### config.mk
export PLATFORM = sky130hd
export DESIGN_NAME = logic_unit_pipe
export DESIGN_NICKNAME = d
export VERILOG_FILES = /design/src/rtl/logic_unit_pipe.sv
export SDC_FILE = /design/constraint.sdc
export NUM_CORES = 1
export LEC_CHECK = 0
export ABC_CLOCK_PERIOD_IN_PS = 3000
export CAP_MARGIN = 20
export CELL_PAD_IN_SITES_DETAIL_PLACEMENT = 0
export CELL_PAD_IN_SITES_GLOBAL_PLACEMENT = 1
export CORE_AREA = 5 5 160 162
export DETAILED_ROUTE_END_ITERATION = 8
export DIE_AREA = 0 0 165 167
export GPL_TIMING_DRIVEN = 0
export PLACE_DENSITY = 0.8
export SYNTH_ARGS = -nofsm -noshare
export SYNTH_HDL_FRONTEND = slang
export SYNTH_SLANG_ARGS = --single-unit
### constraint.sdc
create_clock -name clk -period 3 [get_ports clk]
set_input_delay 0.3 -clock clk [delete_from_list [all_inputs] [get_ports clk]]
set_output_delay 0.3 -clock clk [all_outputs]
set_load 0.01 [all_outputs]
### src/rtl/logic_unit_pipe.sv
// One-stage registered bitwise logic unit with valid/ready handshake and a
// multi-beat accumulate mode that folds a packet of operands into one result.

module logic_unit_bit (
  input  logic       x,
  input  logic       y,
  input  logic [2:0] op,
  output logic       f
);
  always_comb begin
    case (op)
      3'b000:  f = x & y;
      3'b001:  f = x | y;
      3'b010:  f = x ^ y;
      3'b011:  f = ~(x | y);
      3'b100:  f = ~(x & y);
      3'b101:  f = ~(x ^ y);
      3'b110:  f = ~x;
      default: f = x;
    endcase
  end
endmodule

module logic_unit_pipe #(
  parameter int WIDTH = 32
) (
  input  logic             clk,
  input  logic             rst,
  input  logic             in_valid,
  output logic             in_ready,
  input  logic [WIDTH-1:0] a,
  input  logic [WIDTH-1:0] b,
  input  logic [2:0]       op,
  input  logic             acc_mode,
  input  logic             last,
  output logic             out_valid,
  input  logic             out_ready,
  output logic [WIDTH-1:0] result,
  output logic             zero,
  output logic             parity
);
  typedef enum logic {IDLE, ACCUM} state_t;

  typedef struct packed {
    logic [WIDTH-1:0] result;
    logic             zero;
    logic             parity;
  } out_t;

  state_t           state_q, state_d;
  logic [WIDTH-1:0] acc_q, acc_d;
  out_t             out_q, out_d;
  logic             out_valid_q, out_valid_d;

  logic [WIDTH-1:0] fx, fy, fn;
  logic [WIDTH-1:0] new_res;
  logic             fire, consume, produce;

  // One function evaluator serves both modes: an active packet folds acc with a.
  assign fx = (acc_mode && state_q == ACCUM) ? acc_q : a;
  assign fy = acc_mode ? a : b;

  for (genvar i = 0; i < WIDTH; i++) begin : g_lane
    logic_unit_bit u_bit (.x(fx[i]), .y(fy[i]), .op(op), .f(fn[i]));
  end

  assign in_ready = !rst && (!out_valid_q || out_ready);
  assign fire     = in_valid && in_ready;
  assign consume  = out_valid_q && out_ready;

  always_comb begin
    state_d     = state_q;
    acc_d       = acc_q;
    out_d       = out_q;
    out_valid_d = consume ? 1'b0 : out_valid_q;
    produce     = 1'b0;
    new_res     = fn;
    if (fire) begin
      if (!acc_mode) begin
        produce = 1'b1;
      end else if (state_q == IDLE) begin
        if (last) begin
          produce = 1'b1;
          new_res = a;
        end else begin
          acc_d   = a;
          state_d = ACCUM;
        end
      end else if (last) begin
        produce = 1'b1;
        state_d = IDLE;
      end else begin
        acc_d = fn;
      end
    end
    if (produce) begin
      out_d.result = new_res;
      out_d.zero   = ~|new_res;
      out_d.parity = ^new_res;
      out_valid_d  = 1'b1;
    end
  end

  always_ff @(posedge clk or posedge rst) begin
    if (rst) begin
      state_q     <= IDLE;
      acc_q       <= '0;
      out_q       <= '0;
      out_valid_q <= 1'b0;
    end else begin
      state_q     <= state_d;
      acc_q       <= acc_d;
      out_q       <= out_d;
      out_valid_q <= out_valid_d;
    end
  end

  assign out_valid = out_valid_q;
  assign result    = out_q.result;
  assign zero      = out_q.zero;
  assign parity    = out_q.parity;
endmodule

## Word level (Yosys, flattened, before mapping)

Cells that the tools add are included.

- Multiplexer cells: 47
- Bitwise operators: 225
- Reductions and logical operators: 14
- Equality and inequality tests: 6

Operators by type and width:

| kind | number |
|---|---|
| $mux W32 | 9 |
| $pmux W1 S7 | 32 |
| $not A1 Y1 | 129 |
| $and A1 B1 Y1 | 32 |
| $or A1 B1 Y1 | 32 |
| $reduce_or A32 Y1 | 1 |
| $reduce_xor A32 Y1 | 1 |
| $xor A1 B1 Y1 | 32 |
| $eq A3 B3 Y1 const B | 3 |
| $eq A3 B2 Y1 const B | 2 |
| $mux W1 | 6 |
| $logic_and A1 B1 Y1 | 4 |
| $eq A3 B1 Y1 const B | 1 |
| $logic_not A1 Y1 | 3 |
| $logic_not A3 Y1 | 1 |
| $reduce_and A3 Y1 | 1 |
| $reduce_and A2 Y1 | 1 |
| $reduce_bool A2 Y1 | 1 |
| $logic_or A1 B1 Y1 | 1 |

- Input bits: 73
- Word-level logic and storage cells: 298
- Flip-flop bits (word level): 68
- Output and inout port bits: 36

## Logic depth before layout (Yosys ltp)

Gate-level depths: netlist (run 1).

- Depth in word-level cells: 11
- Depth in mapped cells: 16

## Hierarchy

A second synthesis (run 1) with hierarchy kept.

- Cell total of the unflattened synthesis: 864
- Area, all modules: 7888.8 um2

Modules (own cells, without submodules):

| module | instances | area an instance (um2) | cells each |
|---|---|---|---|
| logic_unit_pipe | 1 | 4525.6 | 448 |
| logic_unit_bit | 32 | 105.1 | 13 |

## Worst setup path before layout (run 1)

No wires, ideal clock.

- Path kind: input to register
- Start point: in rst
- End point: reg out_q, in the netlist parity
- Slack: -1.245 ns
- Buffers on the path: 3
- Cell stages on the path: 13
- Data arrival time: 4.109 ns
- Cell sequence: inv_1 -> nand4_1 -> or2_2 -> clkbuf_1 -> buf_2 -> clkbuf_1 -> a21o_1 -> ha_1 -> xor2_1 -> xnor2_1 -> xnor2_1 -> xnor2_1 -> o21ai_0

- Word-level cells in the longest chain between the ends: 5

RTL lines:

| item | line | RTL |
|---|---|---|
| start, declared | 28 | `input logic rst,` |
| $logic_not A1 Y1 (no source line) (*) | n/a |  |
| $logic_and A1 B1 Y1 (*) | 67 | `assign in_ready = !rst && (!out_valid_q \|\| out_ready);` |
| $logic_and A1 B1 Y1 (*) | 68 | `assign fire = in_valid && in_ready;` |
| $mux W32 | 78 | `if (fire) begin` |
| $reduce_xor A32 Y1 | 99 | `out_d.parity = ^new_res;` |
| end signal, assigned | 113 | `out_q <= out_d;` |
| end, declared | 52 | `out_t out_q, out_d;` |

Mark *: on every way between the ends. The rest lies on a longest branch, timed or not.
A chain may end at the register's enable or synchronous reset.

## Worst setup path in the final report (run 1)

- Start point: in op[1]
- End point: reg out_q, in the netlist parity

- Word-level cells in the longest chain between the ends: 7

RTL lines:

| item | line | RTL |
|---|---|---|
| start, declared | 33 | `input logic [2:0] op,` |
| $eq A3 B3 Y1 (tied with other cells) | 11 | `case (op)` |
| $pmux W1 S7 | 11 |  |
| $mux W32 | 82 | `if (last) begin` |
| $mux W32 | 81 | `end else if (state_q == IDLE) begin` |
| $mux W32 | 79 | `if (!acc_mode) begin` |
| $mux W32 (*) | 78 |  |
| $reduce_xor A32 Y1 (*) | 99 |  |

Marks and branches as above.

==> impl_metrics.json, run 1 <==
{
  "status": "finished, violations left",
  "violations": "negative setup slack",
  "maxCapViolCount": 0,
  "path_clk_slew_ns": 0.06,
  "cts_buffers": 9,
  "hold_viol_final": 0,
  "cts_root_buf": "clkbuf_16",
  "diodes": 0,
  "io_pins": 109,
  "final_cell_area_sq_mm": 0.0117,
  "yosysWarnings": 0,
  "post-route-min-period_ns": 3.48,
  "grt_overflow": 0,
  "pwr-share-comb_pct": 56.5,
  "antenna_found_initial": 0,
  "place_area_sq_mm": 0.00980,
  "peakVddDrop_mv": 0.311,
  "syn_avg_cell_area_sq_um": 8.16,
  "fin_nets": 1297,
  "grtUsageTotal_pct": 25.0,
  "endpoint": "parity",
  "crit_path_end_kind": "flip-flop",
  "cts_hold_buffers": 0,
  "die_x_um": 165,
  "fin_crit_sh_pct": 116,
  "tightest_slew_ns": 0.912,
  "synth_area_leaders": "dfrtp_1 21%, mux2i_1 7.5%, ha_1 7.3%",
  "critPathLaunchType": "primary input",
  "yosysMostFrequentCell": "o21ai_0",
  "grt_max_degree": 40,
  "finalWirelength_um": 36200,
  "slew_headroom_pct": 38.8,
  "yosys-top-cells-count": "79 x o21ai_0, 70 x a21oi_1, 68 x dfrtp_1, 62 x mux2i_1, 54 x nand2_1",
  "wl_per_cell_um": 24.1,
  "intPower_uw": 3670,
  "hold_path.class": "in2reg",
  "yosysSeqAreaShare_pct": 20.7,
  "stdcell_count": 1505,
  "power_frac_clock_pct": 19.8,
  "grt_pass1_wl_um": 53600,
  "die_area_sq_mm": 0.0276,
  "syn_nets": 1129,
  "setup_violations": 2,
  "finalMaxSlewViolations": 0,
  "core-area_sq_mm": 0.0240,
  "rrSetupSlack_ns": -0.46,
  "critPathLaunch": "op[1]",
  "final_util_pct": 49.0,
  "seqPwrFrac_pct": 23.7,
  "numPortBuffers": 107,
  "num_vias": 9329,
  "die_y_um": 167,
  "p_sw_uw": 2360,
  "h-tree-depth": 3,
  "fin_ws_ns": -0.483,
  "syn2layout_area_growth_pct": 42.7,
  "ctsLongestPathBuffers": 2,
  "synthFlopType": "dfrtp_1",
  "hpwlAfterDp_um": 25800,
  "arrival_ns": 3.68,
  "rr_worst_depth": 14,
  "drt_iter0_markers": 900,
  "synth_edf_count": 0,
  "yosysTopAreaCellShare_pct": 20.7,
  "regToRegStartpoint": "state_q",
  "grt_pass1_vias": 8884,
  "rsz0062_at_grt": "yes",
  "rr_endpoint": "parity",
  "p_sw_share_pct": 39.2,
  "cts_tree": "built",
  "fmax_mhz": 287,
  "skew_ns": 0.0117,
  "ant_nets": 0,
  "rows": 57,
  "worstPathRequired_ns": 3.20,
  "clk_latency_ns": 0.34,
  "worstPathMaxFanout": 10,
  "syn_area_sq_mm": 0.00823,
  "drc": 0,
  "initial_core_util_pct": 34.3,
  "synthArstFlopShare_pct": 100,
  "yosysTopAreaCell": "dfrtp_1",
  "dpl.cell_count": 1440,
  "path_class": "in2reg",
  "first_pass_iters": 6,
  "cts_num_sinks": 68,
  "ys_ff_latch": 68,
  "drive_above_1_share_pct": 24.9,
  "ys_types": 62,
  "routed_via_density": 6.20,
  "powerDensity_mw_per_mm2": 514,
  "syn_inst": 1008,
  "gp_congestion": 0.900,
  "p_leak_uw": 0.00459
}
-- metrics by stage --
step	setup TNS [ns]	power (uW)	hold slack (ns)	setup WS (ns)
2_1_floorplan	-0.592	3000	0.454	-0.356
3_3_place_gp	-73.67	3910	0.478	-2.15
3_5_place_dp	-19.27	3950	0.480	-1.63
4_1_cts	-0.813	5450	0.475	-0.443
5_1_grt	-1.08	6340	0.527	-0.554
6_report	-0.913	6030	0.485	-0.483
-- cells in the final DEF (no fill, tap or decap), types with 25 or more instances in the layout --
cell type / instances
a21oi_1: 55
buf_2: 29
nor4b_1: 25
dfrtp_1: 67
nand2b_1: 36
clkbuf_1: 32
buf_4: 52
mux2i_1: 27
o21ai_0: 76
nand3_1: 25
clkdlybuf4s50_1: 101
nor2_1: 53
nand2_1: 54
-- how the worst min path moves through the flow --
stage	from	slack (ns)	to	cells after the start
2_1_floorplan	a[17]	0.45	result[17]	2
6_report	last	0.48	acc_q[28]	4
3_3_place_gp	acc_q[13]	0.48	acc_q[13]	2
5_1_grt	last	0.53	acc_q[27]	4
4_1_cts	last	0.47	acc_q[28]	4
3_5_place_dp	result[29]	0.48	result[29]	2
-- routing by layer --
layer | track usage [%] | part of all wire, % | vias up
met4 | 7.92 | 3.1 | 0
met1 | 35.2 | 41 | 4512
li1 | - | - | 4195
met2 | 38.6 | 46 | 545
met3 | 4.70 | 10 | 77
met5 | 0 | 0 | -
-- power groups by stage --
| stage | logic (uW) | registers, uW | clock network [uW] |
|---|---|---|---|
| floorplan | 1640 | 1360 | 0 |
| global placement | 2540 | 1380 | 0 |
| detailed placement | 2570 | 1380 | 0 |
| CTS | 2860 | 1380 | 1210 |
| global route | 3640 | 1450 | 1250 |
| finish | 3410 | 1430 | 1190 |
-- worst max-delay path, stage by stage --
cell,delay [ns]
clkdlybuf4s50_1,0.59
buf_6,0.20
inv_2,0.11
nor2_1,0.47
buf_4,0.31
a22oi_1,0.12
a21oi_2,0.24
a21o_1,0.27
ha_4,0.25
xor2_2,0.18
xnor2_2,0.15
xnor2_2,0.24
xnor2_1,0.16
o21ai_1,0.08
-- registers in the layout, summed over array words and instances (netlist names) --
name	flops
result	32
state_q	1
parity	1
zero	1
out_valid	1
acc_q	32
-- cells by family after synthesis --
kind of cell	count (synthesis)	synth area share, %
and+or+nand+nor	306	21.8
DFF	68	20.7
adders and majority gates	48	7.30
AOI/OAI and AO/OA	374	31.2
xor gates and xnor gates	32	3.41
muxes	71	8.77
buffers and inverters	109	6.87
-- timing repair --
action / CTS / global route
setup buffers: 24 / 22
gates resized for setup: 84 / 116
endpoints found under the setup margin: 15 / 2
hold endpoints to repair: 0 / 0
gates cloned: 2 / 2
pin swaps: 28 / 65
-- final cells by class --
class / count / area, sq um
Buffer: 99 / 648
Clock buffer: 10 / 239
Clock inverter: 6 / 95.1
Fill cell: 2299 / 12200
Inverter: 9 / 37.5
Multi-Input combinational cell: 831 / 7070
Sequential cell: 68 / 1700
Tap cell: 324 / 405
Timing Repair Buffer: 157 / 1530
Timing Repair inverter: 1 / 5.00
Note: power is estimated with default switching activity, not from simulation.
==> run 2: changes to the inputs <==
Settings changed: ABC_AREA set to 1, CORE_AREA 5 5 160 162 to 5 5 161 163, CTS_CLUSTER_SIZE set to 24, DIE_AREA 0 0 165 167 to 0 0 166 168, PLACE_DENSITY 0.8 to 0.85.
==> impl_metrics.json, run 2 <==
{
  "drive_above_1_share_pct": 18.2,
  "antenna_found_initial": 0,
  "diodes": 0,
  "grt_pass1_wl_um": 47700,
  "ys_types": 35,
  "drc": 0,
  "ctsLongestPathBuffers": 2,
  "die_area_sq_mm": 0.0279,
  "finalMaxSlewViolations": 0,
  "yosysMostFrequentCell": "nand2_1",
  "stdcell_count": 1822,
  "cts_buffers": 9,
  "path_clk_slew_ns": 0.06,
  "setup_violations": 0,
  "tightest_slew_ns": 0.660,
  "die_y_um": 168,
  "wl_per_cell_um": 17.3,
  "yosys-top-cells-count": "521 x nand2_1, 198 x inv_1, 113 x nand3_1, 68 x dfrtp_1, 55 x nor2_1",
  "io_pins": 109,
  "synthArstFlopShare_pct": 100,
  "fmax_mhz": 347,
  "syn_inst": 1360,
  "syn2layout_area_growth_pct": 29.5,
  "cts_num_sinks": 68,
  "whs_ns": 0.345,
  "rrSetupSlack_ns": 0.12,
  "syn_avg_cell_area_sq_um": 6.11,
  "final_cell_area_sq_mm": 0.0108,
  "grtUsageTotal_pct": 21.6,
  "nFillCells": 2527,
  "clk_latency_ns": 0.35,
  "gp_congestion": 0.906,
  "finalWirelength_um": 31500,
  "yosysWarnings": 0,
  "post-route-min-period_ns": 2.88,
  "routed_via_density": 5.05,
  "syn_area_sq_mm": 0.00832,
  "critPathLaunchType": "flip-flop",
  "place_area_sq_mm": 0.00978,
  "rows": 57,
  "dpl.cell_count": 1789,
  "slew_headroom_pct": 56.0,
  "grt_max_degree": 39,
  "maxCapViolCount": 0,
  "p_leak_uw": 0.00553,
  "cts_tree": "built",
  "syn_nets": 1481,
  "skew_ns": 0.00648,
  "arrival_ns": 3.13,
  "first_pass_iters": 7,
  "h-tree-depth": 3,
  "crit_path_end_kind": "flip-flop",
  "yosysSeqAreaShare_pct": 20.5,
  "layout_common_cells": "502 x nand2_1, 196 x inv_1, 107 x nand3_1, 104 x clkdlybuf4s50_1, 67 x dfrtp_1",
  "rr_worst_depth": 19,
  "final_common_cell": "nand2_1",
  "peakVddDrop_mv": 0.289,
  "worstPathMaxFanout": 10,
  "die_x_um": 166,
  "fin_nets": 1614,
  "core-area_sq_mm": 0.0242,
  "yosysTopAreaCellShare_pct": 23.5,
  "ys_ff_latch": 68,
  "synth_edf_count": 0,
  "numPortBuffers": 104,
  "hold_path.class": "in2async",
  "yosysTopAreaCell": "nand2_1",
  "status": "complete, no violations",
  "grt_pass1_vias": 8659,
  "num_vias": 9199,
  "ant_nets": 0,
  "rr_endpoint": "parity",
  "synthFlopType": "dfrtp_1",
  "hold_viol_final": 0,
  "powerDensity_mw_per_mm2": 515,
  "worstPathRequired_ns": 3.25,
  "synth_area_leaders": "nand2_1 24%, dfrtp_1 20%, inv_1 8.9%",
  "rsz0062_at_grt": "yes",
  "cts_root_buf": "clkbuf_16",
  "initial_core_util_pct": 34.4,
  "fin_crit_sh_pct": 96.1,
  "tns_ns": 0,
  "grt_overflow": 0,
  "hpwlAfterDp_um": 23600,
  "path_class": "reg2reg",
  "drt_iter0_markers": 860,
  "regToRegStartpoint": "state_q"
}
run 2: changes by cell type after synthesis, moves of 32 or more:
cell	delta
inv_1	+192
nand4_1	+37
mux2i_1	-62
nor4b_1	-39
clkbuf_1	-37
nand3_1	+88
a21oi_1	-32
nand3_2	+35
nand2_1	+467
o21ai_0	-57
nand2b_1	-39
run 2: cell families (layout without fill, tap and decap cells):
family | Yosys count | count (layout) | share of synthesized area (%)
and+or+nand+nor | 811 | 812 | 44.4
buffers and inverters | 280 | 417 | 15.9
AOI/OAI and AO/OA | 141 | 141 | 10.7
DFF | 68 | 68 | 20.5
adders and majority gates | 48 | 48 | 7.22
xor gates and xnor gates | 12 | 12 | 1.26
run 2: final cells by class:
type                       instances  area, sq um  area share (%)
buffer                            70          577            5.35
clock buffer                      12          246            2.29
clock inverter                     4         25.0           0.232
inverter                         210          813            7.55
multi-input combinational       1013         5790            53.7
sequential                        68         1700            15.8
tap                              324          405            3.76
timing repair buffer             121         1210            11.3
run 2: metal layers:
layer  part of all wire, %  GRT usage (%)  vias to the layer above
met5                     0              0                        -
met4                   3.3           6.78                        0
met3                   6.6           4.08                       63
met2                    48           37.4                      352
met1                    42           27.2                     4208
li1                      -              -                     4576
run 2: worst max-delay path by stage:
stage                   from        end  slack (ns)  depth (start not counted)
floorplan           acc_mode     parity        0.42                         23
global placement         rst  acc_q[20]       -0.51                          2
detailed placement      a[0]     parity       -0.26                         22
CTS                  state_q     parity        0.02                         20
global route         state_q     parity       -0.07                         22
finish               state_q     parity        0.12                         19
run 2: repair_timing:
item                                    4_1_cts  5_1_grt
hold buffers                                  0        0
gates cloned                                  0        3
pin swaps                                     0       53
gates resized for setup                       1       95
endpoints found under the setup margin        1        1
setup buffers                                 0       14
run 2: stage by stage:
step | worst slack, ns | total power [uW] | utilization (%)
final | 0.116 | 5550 | 44.6
after global routing | -0.0706 | 5960 | 44.6
after CTS | 0.0211 | 5080 | 41.6
after detailed placement | -0.261 | 4020 | 40.5
after global placement | -0.512 | 3970 | 40.4
after floorplan | 0.424 | 3120 | -
run 2: report_power, final:
part / internal, uW / leakage [uW] / switching, uW
Combinational: 1400 / 0.00455 / 1780
Sequential: 1170 / 0.000850 / 176
Clock: 580 / 0.000129 / 445
run 2: critical path: stages, from the launching register on:
cell	delay, ns
dfrtp_2	0.47
buf_6	0.16
buf_12	0.14
nand3_1	0.08
nand2_1	0.11
ha_4	0.23
nand2_1	0.06
nand3_1	0.08
nor2_2	0.13
nand4_1	0.26
nand2_2	0.20
ha_4	0.23
xor2_1	0.15
nand2_1	0.10
nand2_1	0.09
nand3_2	0.07
nand2_1	0.06
nand2_1	0.04
nand3_1	0.07
nand2_1	0.04
